File: src/rtl/bnn_pkg.sv
// Shared types and width helpers for the BNN stream loader and its classifier wrapper.
package bnn_pkg;

    typedef enum logic [1:0] {
        LOAD   = 2'd0,
        DRAIN  = 2'd1,
        SETTLE = 2'd2,
        OUT    = 2'd3
    } state_t;

    // Class-index width; kept at least 1 bit so a degenerate C still yields a legal port.
    function automatic int kw_of(input int c);
        return (c > 2) ? $clog2(c) : 1;
    endfunction

    function automatic int cnt_w_of(input int ts);
        return $clog2(ts + 1);
    endfunction

    function automatic int idx_w_of(input int n);
        return (n > 2) ? $clog2(n) : 1;
    endfunction

endpackage

File: src/rtl/bnn_stream_loader.sv
// Collects a framed stream of B-bit features into a packed vector for a combinational
// BNN classifier, waits Ts cycles for it to settle, then hands the class downstream.
module bnn_stream_loader
    import bnn_pkg::*;
#(
    parameter int N  = 11,
    parameter int B  = 4,
    parameter int C  = 7,
    parameter int Ts = 5
) (
    input  logic                  clk,
    input  logic                  rst_n,
    input  logic                  s_valid,
    output logic                  s_ready,
    input  logic [B-1:0]          s_data,
    input  logic                  s_last,
    output logic [N*B-1:0]        feat_vec,
    input  logic [kw_of(C)-1:0]   klass_in,
    output logic                  res_valid,
    input  logic                  res_ready,
    output logic [kw_of(C)-1:0]   res_klass,
    output logic                  err_frame
);

    localparam int KW = kw_of(C);
    localparam int IW = idx_w_of(N);
    localparam int CW = cnt_w_of(Ts);
    localparam logic [IW-1:0] IDX_LAST = IW'(N - 1);
    localparam logic [CW-1:0] CNT_LAST = CW'(Ts - 1);

    state_t        state, state_nxt;
    logic [IW-1:0] idx, idx_nxt;
    logic [CW-1:0] cnt, cnt_nxt;
    logic          run;
    logic          accept;
    logic          wr_en;
    logic          klass_ld;
    logic          err_nxt;

    // run holds s_ready low while in reset and for the edge that releases it.
    assign s_ready   = run && ((state == LOAD) || (state == DRAIN));
    assign accept    = s_valid && s_ready;
    assign res_valid = (state == OUT);

    always_ff @(posedge clk or negedge rst_n) begin
        if (!rst_n) state <= LOAD;
        else        state <= state_nxt;
    end

    always_comb begin
        state_nxt = state;
        idx_nxt   = idx;
        cnt_nxt   = cnt;
        err_nxt   = 1'b0;
        wr_en     = 1'b0;
        klass_ld  = 1'b0;
        case (state)
            LOAD: begin
                if (accept) begin
                    wr_en = 1'b1;
                    if (idx == IDX_LAST) begin
                        idx_nxt = '0;
                        if (s_last) begin
                            cnt_nxt   = '0;
                            state_nxt = SETTLE;
                        end else begin
                            // Over-long frame: swallow the rest up to s_last.
                            err_nxt   = 1'b1;
                            state_nxt = DRAIN;
                        end
                    end else if (s_last) begin
                        err_nxt = 1'b1;
                        idx_nxt = '0;
                    end else begin
                        idx_nxt = idx + IW'(1);
                    end
                end
            end
            DRAIN: begin
                if (accept && s_last) state_nxt = LOAD;
            end
            SETTLE: begin
                cnt_nxt = cnt + CW'(1);
                if (cnt == CNT_LAST) begin
                    klass_ld  = 1'b1;
                    state_nxt = OUT;
                end
            end
            OUT: begin
                if (res_ready) state_nxt = LOAD;
            end
            default: state_nxt = LOAD;
        endcase
    end

    always_ff @(posedge clk or negedge rst_n) begin
        if (!rst_n) begin
            run       <= 1'b0;
            idx       <= '0;
            cnt       <= '0;
            err_frame <= 1'b0;
            feat_vec  <= '0;
            res_klass <= '0;
        end else begin
            run       <= 1'b1;
            idx       <= idx_nxt;
            cnt       <= cnt_nxt;
            err_frame <= err_nxt;
            // Feature 0 lands in the MSBs of the classifier input.
            if (wr_en) feat_vec[(N - 1 - int'(idx)) * B +: B] <= s_data;
            if (klass_ld) res_klass <= klass_in;
        end
    end

endmodule
File: config.mk
export PLATFORM = sky130hd
export DESIGN_NAME = bnn_stream_loader
export DESIGN_NICKNAME = d
export VERILOG_FILES = /design/src/rtl/bnn_pkg.sv /design/src/rtl/bnn_stream_loader.sv
export SDC_FILE = /design/constraint.sdc
export NUM_CORES = 1
export LEC_CHECK = 0
export BUFFER_PORTS_ARGS = -buffer_cell sky130_fd_sc_hd__buf_2
export CORE_ASPECT_RATIO = 1.25
export CORE_MARGIN = 2
export CORE_UTILIZATION = 45
export DETAILED_ROUTE_END_ITERATION = 8
export GPL_TIMING_DRIVEN = 0
export PLACE_DENSITY = 0.68
export SETUP_SLACK_MARGIN = 0.3
export SYNTH_ARGS = -nofsm -noshare
export SYNTH_HDL_FRONTEND = slang
export SYNTH_SLANG_ARGS = --single-unit
File: constraint.sdc
create_clock -name clk -period 6.61 [get_ports clk]
set_input_delay 0.661 -clock clk [delete_from_list [all_inputs] [get_ports clk]]
set_output_delay 0.661 -clock clk [all_outputs]
set_load 0.01 [all_outputs]
==> results_dict.tcl <==
set metrics [dict create \
    fillerInstances 558 \
    fmax_ghz 0.283 \
    power.internal_mw 0.911 \
    numCtsBuffers 9 \
    power.density_nw_per_um2 410 \
    synth-main-ff-cell "dfrtp_1" \
    ys_ff_latch 58 \
    dr.pass1.iters 4 \
    fin_ws_ns 3.08 \
    setup_viol 0 \
    netlist-cell-type-count 36 \
    power_switching_mw 0.532 \
    insertion_delay_ns 0.33 \
    initial_utilization 0.462 \
    p_sw_frac 0.369 \
    cts_tree "built" \
    clock_sinks 58 \
    final_cells 405 \
    final_max_slew_viol_count 0 \
    overflow 0 \
    synth_top_area_share 0.509 \
    avgSynthCellArea_sq_um 11.7 \
    critPathArrivalTime_ns 3.75 \
    p_total_mw 1.44 \
    worstPathMaxFanout 9 \
    fin_area_sq_um 3520 \
    max_slew.worst_pin.slew_ns 0.708 \
    h-tree-depth 3 \
    hp-class "input pin to async pin" \
    port-buffer-count 61 \
    cap_violations 0 \
    dp_cells 389 \
    fp-row-count 32 \
    ant_nets 0 \
    cts_resized 0 \
    cts_setup_buffers 0 \
    die_y_microns 93.0 \
    yosys-top-cells-area "dfrtp_1, mux2_2, ha_1, mux2_1, nor2_1" \
    synth_edf_count 0 \
    leakagePower_nw 1.86 \
    diodes 0 \
    dieArea_sq_um 6990 \
    clockBufferDepth 2 \
    vias 2106 \
    worst_path_dominant_cell_family "simple AND/OR/NAND/NOR gates" \
    synth_cells 243 \
    final.setup.tns_ns 0 \
    final_hold_viol_count 0 \
    dieWidth_microns 75.2 \
    holdWs_ns 0.388 \
    grt_max_degree 59 \
    fin_util 0.570 \
    seq_power_share 0.310 \
    antenna_found_initial 0 \
    synthArstFlopShare 1.00 \
    register_area_sq_um 1450 \
    multi_input_area_sq_um 1330 \
    routed_wl_mm 5.93 \
    drc 0 \
    max-vdd-ir-drop_mv 0.211 \
    clockRootBuffer "clkbuf_8" \
    drt_iter0_drc 132 \
    status "completed" \
    syn2layout_area_growth_pct 23.4 \
    syn_nets 266 \
    gp_congestion 0.796 \
    dp_hpwl_mm 4.35 \
    grt_pass1_vias 2090 \
    dp_slack_ns 3.11 \
    fin_skew_ns 0.00694 \
    slew_headroom 0.528 \
    endpoint_kind "register" \
    layout.nets 338 \
    track_usage 0.185 \
    synth_area_sq_um 2850 \
    crit_chain "inv_1, ha_1, buf_2, nor2_1, nand2_1, ha_1, nor4bb_1, nand4_1, nor3_1, nand4_1, mux2_2" \
    ys_seq_area_frac 0.509 \
    grt_pass1_wl_mm 9.74 \
    clk_pin_slew_ns 0.07 \
    cp.required_ns 6.83 \
    crit_buf_inv 2 \
    fin_crit_ns 3.53 \
    startpoint_type "register" \
    cts_hold_buf 0 \
    wire_per_inst_microns 14.6 \
    synth-warning-count 0 \
    combPwrFrac 0.408 \
    clockPowerShare 0.282 \
    drive_above_1_share 0.394 \
    period_share 0.535 \
    rsz0062_at_grt "no" \
    post_dp_cell_area_sq_um 3260 \
    core_sq_um 6170 \
    max_stage_delay_ns 0.48 \
    io_pins 62 \
    slowest_stage "nor3_1" \
    yosysTopAreaCell "dfrtp_1" \
    crit_type "register to register" \
    viasPerCell 5.20 \
]
[sequential cells by signal, indices dropped and copies added (netlist names)]
signal,flops
err_frame,1
idx,4
run,1
state,2
cnt,3
res_klass,3
feat_vec,44
[cells in the final DEF, fill, tap and decap left out, types with 3 or more instances in the layout]
cell type,synthesis,layout
a21oi_1,4,4
buf_2,3,63
bufinv_16,0,3
clkbuf_1,4,5
clkbuf_8,0,11
dfrtp_1,58,58
ha_1,11,11
inv_1,7,7
mux2_1,8,8
mux2_2,40,40
nand2_1,14,14
nand2b_1,8,8
nand3_1,11,11
nand4_1,3,3
nor2_1,18,18
nor2b_1,8,8
nor3_1,4,4
nor4bb_1,3,3
o21ai_0,13,13
xnor2_1,3,3
[per-layer routing]
layer,track usage,up-vias,wire [microns]
met2,0.295,48,3000
met3,0.0474,9,260
li1,-,1008,-
met1,0.235,1041,2570
met5,0,-,0
met4,0.0848,0,97
[synth_stat cells (all sizes together), types with 2 or more instances]
master	instances
nand2	14
ha	11
nor4	2
o21ai	13
nor4bb	3
mux2	48
a31oi	2
inv	7
a31o	2
dfrtp	58
and3	2
clkbuf	4
nor2b	8
buf	4
xnor2	3
nor3	4
nand3	12
nand2b	8
a21oi	4
nor2	18
a311oi	2
nand4	4
[worst paths after layout]
check                                               from                  endpoint  slack [ns]  cells past startpoint
worst min register to register  feat_vec[29]$_DFFE_PN0P_  feat_vec[29]$_DFFE_PN0P_        0.49                      1
max in group asynchronous                          rst_n             run$_DFF_PN0_        5.76                      1
min in group clk                feat_vec[29]$_DFFE_PN0P_  feat_vec[29]$_DFFE_PN0P_        0.49                      1
worst max register to register        idx[0]$_DFFE_PN0P_  feat_vec[12]$_DFFE_PN0P_        3.08                     11
worst min-delay path                               rst_n   feat_vec[3]$_DFFE_PN0P_        0.39                      1
worst max-delay path                  idx[0]$_DFFE_PN0P_  feat_vec[12]$_DFFE_PN0P_        3.08                     11
[logic make-up (layout without fill, tap and decap cells)]
logic type | Yosys count | after routing | synth area share
AND/OR/NAND/NOR | 79 | 79 | 0.148
multiplexers | 48 | 48 | 0.190
other | 1 | 1 | 0.00132
AO/OA/AOI/OAI | 27 | 27 | 0.0623
XOR/XNOR | 4 | 4 | 0.0171
flip-flops | 58 | 58 | 0.509
adder cells (fa/ha/maj) | 11 | 11 | 0.0483
buffers and inverters | 15 | 92 | 0.0237
[cell type report]
| cell class | count | area share |
|---|---|---|
| Buffer | 8 | 0.0117 |
| Clock buffer | 12 | 0.0441 |
| Clock inverter | 4 | 0.0277 |
| Inverter | 7 | 0.00747 |
| Multi-Input combinational cell | 170 | 0.379 |
| Sequential cell | 58 | 0.413 |
| Tap cell | 85 | 0.0302 |
| Timing Repair Buffer | 61 | 0.0875 |
[power by group through the flow]
stage / sequential (mW) / clock (mW) / combinational [mW]
global route: 0.456 / 0.431 / 0.658
finish: 0.448 / 0.407 / 0.589
global placement: 0.452 / 0 / 0.571
floorplan: 0.463 / 0 / 0.416
CTS: 0.448 / 0.415 / 0.591
detailed placement: 0.454 / 0 / 0.584
(Power assumes the default switching activity.)
